$ cat src/rtl/dshot_rx_autorate.sv
`default_nettype none
// ============================================================================
// Module      : dshot_rx_autorate
// Description : DShot frame decoder. It measures the bit rate of each frame
//               from the first bit, so DShot150, DShot300 and DShot600 work
//               without a rebuild. The decoder checks the 4-bit CRC, sorts the
//               throttle field into special commands (1..47) and speeds
//               (48..2047), and flags timing violations.
//               Optional build macro: DSHOT_BIDIR_EN selects inverted
//               bidirectional DShot with an inverted CRC. The line then idles
//               high.
// Revision    : 1.0 - initial release
// ============================================================================
module dshot_rx_autorate #(
    parameter int MIN_BIT_CYCLES = 16,
    parameter int MAX_BIT_CYCLES = 160,
    parameter int CNT_W          = 8,
    parameter int SYNC_STAGES    = 2
) (
    input  logic             clk,
    input  logic             rst,
    input  logic             inPin,
    output logic [10:0]      setSpeed,
    output logic             telemetryBit,
    output logic [5:0]       specialCommand,
    output logic             isSpecialCommand,
    output logic             isValidSpeed,
    output logic             CRCValid,
    output logic             processing,
    output logic             frameValid,
    output logic             frameError,
    output logic [CNT_W-1:0] bitPeriod
);

`ifdef DSHOT_BIDIR_EN
    localparam logic       c_INV     = 1'b1;
    localparam logic [3:0] c_CRC_XOR = 4'hF;
`else
    localparam logic       c_INV     = 1'b0;
    localparam logic [3:0] c_CRC_XOR = 4'h0;
`endif

    localparam logic [CNT_W:0] c_MIN = (CNT_W+1)'(MIN_BIT_CYCLES);
    localparam logic [CNT_W:0] c_MAX = (CNT_W+1)'(MAX_BIT_CYCLES);

    localparam logic [2:0] c_S_IDLE     = 3'd0;
    localparam logic [2:0] c_S_FIRST_HI = 3'd1;
    localparam logic [2:0] c_S_FIRST_LO = 3'd2;
    localparam logic [2:0] c_S_BIT_HI   = 3'd3;
    localparam logic [2:0] c_S_BIT_LO   = 3'd4;

    logic [SYNC_STAGES-1:0] r_sync;
    logic                   r_line_d;
    logic [2:0]             r_state;
    logic [CNT_W-1:0]       r_cnt;
    logic [CNT_W-1:0]       r_hi0;
    logic [CNT_W-1:0]       r_period;
    logic [15:0]            r_shift;
    logic [4:0]             r_nbits;
    logic                   r_cmp;

    logic                   w_line;
    logic                   w_rise;
    logic                   w_fall;
    logic [CNT_W:0]         w_cnt_x;
    logic [CNT_W:0]         w_per_x;
    logic [2:0]             w_state_nxt;
    logic                   w_err;
    logic                   w_shift;
    logic                   w_bit;
    logic                   w_done;
    logic                   w_hi0_ld;
    logic                   w_per_ld;
    logic                   w_start;
    logic [3:0]             w_crc;
    logic                   w_crc_ok;
    logic [10:0]            w_throttle;
    logic                   w_is_spec;

    // Line polarity is normalised so that 1 always means the active pulse.
    assign w_line  = r_sync[SYNC_STAGES-1] ^ c_INV;
    assign w_rise  = w_line & ~r_line_d;
    assign w_fall  = ~w_line & r_line_d;
    assign w_cnt_x = {1'b0, r_cnt};
    assign w_per_x = {1'b0, r_period};

    // The synchroniser resets to the idle line level so that no false edge appears after reset.
    always_ff @(posedge clk or posedge rst) begin
        if (rst) begin
            r_sync   <= {SYNC_STAGES{c_INV}};
            r_line_d <= 1'b0;
        end else begin
            r_sync   <= {r_sync[SYNC_STAGES-2:0], inPin};
            r_line_d <= w_line;
        end
    end

    // This counter holds the cycles since the last accepted rise. It saturates, so long idle periods cannot wrap it.
    always_ff @(posedge clk or posedge rst) begin
        if (rst) begin
            r_cnt <= '0;
        end else if (w_rise) begin
            r_cnt <= CNT_W'(1);
        end else if (r_cnt != '1) begin
            r_cnt <= r_cnt + CNT_W'(1);
        end
    end

    // State register.
    always_ff @(posedge clk or posedge rst) begin
        if (rst) begin
            r_state <= c_S_IDLE;
        end else begin
            r_state <= w_state_nxt;
        end
    end

    // Next-state logic, bit decisions and timing-violation detection.
    always_comb begin
        w_state_nxt = r_state;
        w_err       = 1'b0;
        w_shift     = 1'b0;
        w_bit       = 1'b0;
        w_done      = 1'b0;
        w_hi0_ld    = 1'b0;
        w_per_ld    = 1'b0;
        w_start     = 1'b0;
        case (r_state)
            c_S_IDLE: begin
                if (w_rise) begin
                    w_start     = 1'b1;
                    w_state_nxt = c_S_FIRST_HI;
                end
            end
            c_S_FIRST_HI: begin
                if (w_fall) begin
                    w_hi0_ld    = 1'b1;
                    w_state_nxt = c_S_FIRST_LO;
                end else if (w_cnt_x > c_MAX) begin
                    w_err = 1'b1;
                end
            end
            c_S_FIRST_LO: begin
                // The rise-to-rise time of the first bit sets the reference for the whole frame.
                if (w_rise) begin
                    if ((w_cnt_x < c_MIN) || (w_cnt_x > c_MAX)) begin
                        w_err = 1'b1;
                    end else begin
                        w_per_ld    = 1'b1;
                        w_shift     = 1'b1;
                        w_bit       = ({r_hi0, 1'b0} > w_cnt_x);
                        w_state_nxt = c_S_BIT_HI;
                    end
                end else if (w_cnt_x > c_MAX) begin
                    w_err = 1'b1;
                end
            end
            c_S_BIT_HI: begin
                if (w_fall) begin
                    w_shift = 1'b1;
                    w_bit   = ({r_cnt, 1'b0} > w_per_x);
                    if (r_nbits == 5'd15) begin
                        w_done      = 1'b1;
                        w_state_nxt = c_S_IDLE;
                    end else begin
                        w_state_nxt = c_S_BIT_LO;
                    end
                end else if (w_cnt_x > c_MAX) begin
                    w_err = 1'b1;
                end
            end
            c_S_BIT_LO: begin
                if (w_rise) begin
                    if (w_cnt_x < {2'b00, r_period[CNT_W-1:1]}) begin
                        w_err = 1'b1;
                    end else begin
                        w_state_nxt = c_S_BIT_HI;
                    end
                end else if (w_cnt_x > (w_per_x + (w_per_x >> 1))) begin
                    w_err = 1'b1;
                end
            end
            default: w_state_nxt = c_S_IDLE;
        endcase
        if (w_err) begin
            w_state_nxt = c_S_IDLE;
        end
    end

    // The frame is complete, so it is checked here. The CRC covers the 12-bit value, and the throttle is the top 11 bits.
    assign w_crc      = r_shift[15:12] ^ r_shift[11:8] ^ r_shift[7:4] ^ c_CRC_XOR;
    assign w_crc_ok   = (w_crc == r_shift[3:0]);
    assign w_throttle = r_shift[15:5];
    assign w_is_spec  = (w_throttle != 11'd0) && (w_throttle < 11'd48);

    // This block captures frame bits and timing references.
    always_ff @(posedge clk or posedge rst) begin
        if (rst) begin
            r_shift  <= '0;
            r_nbits  <= '0;
            r_hi0    <= '0;
            r_period <= '0;
            r_cmp    <= 1'b0;
        end else begin
            r_cmp <= w_done;
            if (w_hi0_ld) begin
                r_hi0 <= r_cnt;
            end
            if (w_per_ld) begin
                r_period <= r_cnt;
            end
            if (w_shift) begin
                r_shift <= {r_shift[14:0], w_bit};
                r_nbits <= w_per_ld ? 5'd1 : (r_nbits + 5'd1);
            end
        end
    end

    // This block registers the outputs. The completion cycle follows the last falling edge. A rise in that same cycle starts the next frame.
    always_ff @(posedge clk or posedge rst) begin
        if (rst) begin
            setSpeed         <= '0;
            telemetryBit     <= 1'b0;
            specialCommand   <= '0;
            isSpecialCommand <= 1'b0;
            isValidSpeed     <= 1'b0;
            CRCValid         <= 1'b0;
            processing       <= 1'b0;
            frameValid       <= 1'b0;
            frameError       <= 1'b0;
            bitPeriod        <= '0;
        end else begin
            frameError <= w_err;
            frameValid <= 1'b0;
            if (w_start) begin
                processing <= 1'b1;
            end else if (w_err || r_cmp) begin
                processing <= 1'b0;
            end
            if (r_cmp) begin
                CRCValid   <= w_crc_ok;
                bitPeriod  <= r_period;
                frameValid <= w_crc_ok;
                if (w_crc_ok) begin
                    setSpeed         <= w_throttle;
                    telemetryBit     <= r_shift[4];
                    specialCommand   <= w_is_spec ? w_throttle[5:0] : 6'd0;
                    isSpecialCommand <= w_is_spec;
                    isValidSpeed     <= (w_throttle >= 11'd48);
                end
            end
        end
    end

endmodule
`default_nettype wire

$ cat config.mk
export PLATFORM = sky130hd
export DESIGN_NAME = dshot_rx_autorate
export DESIGN_NICKNAME = d
export VERILOG_FILES = /design/src/rtl/dshot_rx_autorate.sv
export SDC_FILE = /design/constraint.sdc
export NUM_CORES = 1
export LEC_CHECK = 0
export BUFFER_PORTS_ARGS = -buffer_cell sky130_fd_sc_hd__buf_2
export CAP_MARGIN = 20
export CORE_ASPECT_RATIO = 2
export CORE_MARGIN = 8
export CORE_UTILIZATION = 54
export DETAILED_ROUTE_END_ITERATION = 16
export GPL_TIMING_DRIVEN = 0
export PLACE_DENSITY = 0.76
export SLEW_MARGIN = 10
export SYNTH_ARGS = -nofsm -noshare
export SYNTH_HDL_FRONTEND = slang
export SYNTH_SLANG_ARGS = --single-unit
$ cat constraint.sdc
create_clock -name clk -period 2.7 [get_ports clk]
set_input_delay 0.135 -clock clk [delete_from_list [all_inputs] [get_ports clk]]
set_output_delay 0.135 -clock clk [all_outputs]
set_load 0.01 [all_outputs]
Word-level counts from Yosys, hierarchy flattened
Cells that the tools add are included.
Word-level totals
  output and inout port bits: 32
  bits of input ports: 3
  logic and storage cells: 100
  register bits after elaboration: 84
Operators by class
  reduce and logical (&&, ||, !) cells: 10
  bitwise gates (word level): 6
  $lt $le $gt $ge: 8
  equal/unequal tests: 14
  add/sub/neg operators: 3
  mux-type cells: 40
Operator list (count)
  $mux W3: 9
  $mux W1: 23
  $ne A3 B3 Y1 const B: 7
  $gt A9 B8 Y1: 2
  $mux W8: 2
  $pmux W3 S5: 1
  $ge A11 B6 Y1 const B: 1
  $lt A11 B6 Y1 const B: 1
  $reduce_bool A11 Y1: 1
  $add A8 B7 Y9: 1
  $gt A8 B9 Y1: 1
  $add A8 B1 Y8 const B: 1
  $gt A8 B8 Y1 const B: 1
  $lt A8 B5 Y1 const B: 1
  $lt A8 B7 Y1: 1
  $ne A8 B8 Y1 const B: 1
  $xor A4 B4 Y4: 2
  $reduce_and A7 Y1: 1
  $eq A3 B2 Y1 const B: 2
  $mux W6: 1
  $add A5 B1 Y5 const B: 1
  $eq A5 B4 Y1 const B: 1
  $mux W5: 1
  $eq A4 B4 Y1: 1
  other kinds (12): 17

Logic depth before layout (Yosys ltp)
  depth in word-level cells: 8
  depth in mapped cells: 14
  depth with buffers taken out: 14

Worst setup path before layout
Ideal clock, no wire load.
  path kind: register to register
  start: register r_period[1]
  end: register processing
  data required time: 2.560 ns
  data arrival time: 2.596 ns
  setup time: 0.140 ns
  period minus slack after synthesis: 2.737 ns
  stages on the path, launching flop included: 15
  path slack: -0.037 ns
  path buffers: 0
  cell sequence: dfrtp_1 -> ha_1 -> inv_1 -> fa_1 -> nand2b_1 -> a21oi_1 -> o21a_1 -> nor2_1 -> xnor2_1 -> ha_1 -> nand4_1 -> a2bb2oi_1 -> o2111ai_1 -> o211ai_1 -> o32ai_1
Between the ends
  longest elaborated chain between the ends: 7
  elaborated cells on any way between the ends: 9
  those cells by class: 1 x add/sub; 2 x order compare; 4 x mux; 2 x reduce/logical
Ends and longest elaborated chain
  from (decl): line 57  | logic [CNT_W-1:0] r_period;
  from (signal assigned): line 210  | r_period <= r_cnt;
  $add A8 B7 Y9: line 179  | end else if (w_cnt_x > (w_per_x + (w_per_x >> 1))) begin
  $gt A8 B9 Y1: line 179
  $mux W1: line 179
  $mux W1 *: line 173  | if (w_rise) begin
  $pmux W1 S3 *: line 128  | case (r_state)
  net w_err: line 68  | logic w_err;
  $logic_or A1 B1 Y1 *: line 237  | end else if (w_err || r_cmp) begin
  $reduce_bool A2 Y1 (no source line) *
  to (signal assigned): line 228  | processing <= 1'b0;
  to (signal assigned): line 236  | processing <= 1'b1;
  to (signal assigned): line 238  | processing <= 1'b0;
  to (decl): line 29  | output logic processing,
The timed path passes the listed nets; every way through them passes the cells marked *.
A chain may end at the register's enable or synchronous reset.

Worst setup path in the final report
  start: register r_period[0]
  end: register processing
Between the ends
  longest elaborated chain between the ends: 7
Ends and longest elaborated chain (line)
  $add A8 B7 Y9: 179
  $gt A8 B9 Y1: 179
  $mux W1: 179
  $mux W1: 173
  $pmux W1 S3: 128
  net w_err: 68
  $logic_or A1 B1 Y1: 237
  $reduce_bool A2 Y1 (no source line)
The timed path passes the listed nets, and every way through them passes these cells.

==> impl_metrics.toml <==
[status]
outcome = "complete, but fails checks"
violations = "setup timing"

[critical_path]
r2r_start = "r_period[0]"
startpoint_type = "flop"
critPathCaptureType = "flop"
timing.rr.end = "processing"
arrival_ns = 3.22
cp_max_fo = 5
cp_data_required_time_ns = 2.94
rrSetupSlack_ns = -0.28
path_class = "flop to flop"
ff2ff_path_depth = 15

[clocking]
cts_root_buf = "clkbuf_16"
clk_latency_ns = 0.34
cts_buffer_depth = 2
cts.sinks = 84
clk_pin_slew_ns = 0.06
numCtsBuffers = 9
h-tree-depth = 3
cts_tree = "done"

[hold_path]
min-delay-start = "r_sync[0]"
hold_end = "r_sync[1]"
min_path_cells = 0
hold_class = "flop to flop"

[synthesis]
synth.distinct_cells = 59
syn_nets = 443
yosysWarnings = 0
ys_ff_latch = 84
synth_edf_count = 0
syn_inst = 404
synth_ff_type = "dfrtp_1"
ys_seq_area_frac = 0.4664
syn_avg_cell_area_sq_um = 11.16
async_flop_share = 1.000
synth_area_sq_um = 4507

[global_route]
antenna_found_initial = 0
grt_first_pass_wirelength_microns = 17040
grt_start_max_net_pins = 44
grt_overflow_total = 0
grtUsageTotal = 0.1880
grt_pass1_vias = 3482

[layout]
layout_commonest_cell = "dfrtp_1"
regArea_sq_um = 2103
area_delta_synth_final_pct = 17.80
drive_gt1_frac = 0.2860
multi_input_area_sq_um = 2320
layout.nets = 499
fin_area_sq_um = 5309
final_cell_mix = "dfrtp_1, mux2_2, buf_2, ha_1, nand2_1"
n_antenna_cell = 0
fillers = 629

[sta]
worst_slack_ns = -0.2815
min_period_ns = 2.981
final-setup-viol-count = 5
period_share = 1.104
finalHoldViolCount = 0
slew_headroom = 0.4728
rsz0062_at_grt = "yes"
worstMarginPinSlew_ns = 0.7847
slew_violations = 0
clock_skew_ns = 0.004086
fmax_mhz = 335.4

[floorplan]
core_sq_um = 8174
initial_utilization = 0.5514
die-area_sq_um = 11700
fp.dieW_microns = 80.60
dieHeight_microns = 145.2
num_rows = 47
io_pins = 35

[place]
dpl.hpwl_microns = 7778
finalWeightedCongestion = 0.9197
port_buffers = 34
postPlaceCellArea_sq_um = 4848

[detailed_routing]
drc = 0
wl_per_cell_microns = 18.20
viasPerCell = 5.810
antenna_left = 0
drt_pre_antenna_iters = 4
drt_iter0_markers = 159
drt-total-wl_microns = 10250
routed-via-count = 3271

[power_and_ir_drop]
fin_total_pwr_mw = 4.150
power.density_nw_per_um2 = 781.6
ir_drop_mv = 0.4248
cellLeakagePower_nw = 2.592

[run]
drv_cap = 0
[state kept, by name (all words and copies together) (netlist names)]
signal,cells
processing,1
CRCValid,1
r_period,8
isValidSpeed,1
r_sync,2
bitPeriod,8
r_cnt,8
frameValid,1
telemetryBit,1
r_hi0,8
r_state,3
isSpecialCommand,1
specialCommand,6
r_line_d,1
r_cmp,1
setSpeed,11
frameError,1
r_shift,16
r_nbits,5
[how the worst max path moves through the flow]
stage / from / endpoint / depth (start not counted)
2_1_floorplan: r_period[1] / processing / 14
3_3_place_gp: rst / bitPeriod[7] / 2
3_5_place_dp: r_period[1] / processing / 14
4_1_cts: r_period[0] / processing / 15
5_1_grt: r_period[0] / processing / 15
6_report: r_period[0] / processing / 15
[metal layers]
layer	part of all wire	up-vias	GRT usage
met5	0	-	0
met4	0.049	0	0.1211
li1	-	1552	-
met3	0.036	38	0.03651
met2	0.58	74	0.3488
met1	0.34	1607	0.1720
[synth_stat cells (2+ instances only)]
master | n | area share
nor2_1 | 20 | 0.017
ha_1 | 35 | 0.097
nand3b_1 | 2 | 0.0033
a211o_1 | 2 | 0.0039
o21a_1 | 3 | 0.0050
or3_1 | 2 | 0.0028
mux2_2 | 42 | 0.10
xor2_1 | 11 | 0.021
o21ai_0 | 16 | 0.018
nor3_2 | 2 | 0.0044
xnor2_1 | 13 | 0.025
nor3_1 | 5 | 0.0056
and2_1 | 4 | 0.0056
or2_2 | 2 | 0.0028
nor2b_1 | 4 | 0.0056
mux2i_1 | 9 | 0.020
clkbuf_1 | 5 | 0.0042
nand4b_1 | 2 | 0.0039
nand3_1 | 5 | 0.0056
a31oi_1 | 2 | 0.0028
nand2_1 | 27 | 0.022
buf_2 | 2 | 0.0022
o22a_1 | 2 | 0.0039
buf_4 | 3 | 0.0050
nand2b_1 | 6 | 0.0083
nand4_1 | 6 | 0.0083
o211ai_1 | 5 | 0.0083
inv_1 | 28 | 0.023
nor3b_1 | 2 | 0.0033
dfrtp_1 | 84 | 0.47
a21oi_1 | 15 | 0.017
mux2_1 | 3 | 0.0075
a21o_1 | 4 | 0.0067
nor4_1 | 6 | 0.0083
[power by group]
group / internal, mW / total, mW / leakage, nW / switching [mW]
Combinational: 0.595 / 1.25 / 1.30 / 0.650
Sequential: 1.41 / 1.59 / 1.14 / 0.177
Clock: 0.812 / 1.31 / 0.157 / 0.501
Total: 2.82 / 4.15 / 2.59 / 1.33
[worst max-delay path, stage by stage (launching register included)]
cell and delay, ns:
dfrtp_1 0.41, ha_4 0.17, inv_2 0.04, fa_2 0.36, nand2b_4 0.16, a21oi_2 0.14, o21a_1 0.13, nor2_2 0.04
xnor2_1 0.17, ha_1 0.29, a22oi_2 0.13, o211ai_1 0.12, o2111ai_2 0.24, o211ai_1 0.13, buf_4 0.17, o32ai_2 0.19
[timing repair]
action                                 in CTS  in global routing
gates resized for setup                     6                 10
pin swaps                                  10                 13
setup endpoints to repair                   5                 15
buffers inserted                            4                  3
hold buffers                                2                  0
endpoints found under the hold margin      43                  0
[final cells by class]
type                       instances  area share
timing repair buffer              45     0.05138
multi-input combinational        280      0.4370
inverter                          28     0.02027
sequential                        84      0.3962
clock buffer                      10     0.04313
tap                               98     0.02310
buffer                            12     0.01249
clock inverter                     6     0.01650
[logic make-up (layout without fill, tap and decap cells)]
group,after synthesis,count (layout),share of synthesized area
xor gates and xnor gates,24,24,0.04664
AOI/OAI and AO/OA,61,61,0.08690
DFF,84,84,0.4664
adders and majority gates,36,36,0.1016
and+or+nand+nor,105,105,0.1280
buffers and inverters,40,101,0.03803
muxes,54,54,0.1324
[metrics by stage]
step / hold slack [ns] / instances / setup WS (ns) / setup TNS (ns) / utilization
2_1_floorplan: 0.1664 / 404 / -0.01473 / -0.01473 / -
4_1_cts: 0.3554 / 560 / -0.3240 / -1.244 / 0.6420
3_3_place_gp: 0.2429 / 536 / -0.4841 / -41.60 / 0.5892
3_5_place_dp: 0.2151 / 538 / -0.5154 / -2.062 / 0.5931
6_report: 0.3523 / 563 / -0.2815 / -1.012 / 0.6495
5_1_grt: 0.3680 / 563 / -0.4409 / -1.841 / 0.6495
(Power assumes the default switching activity.)
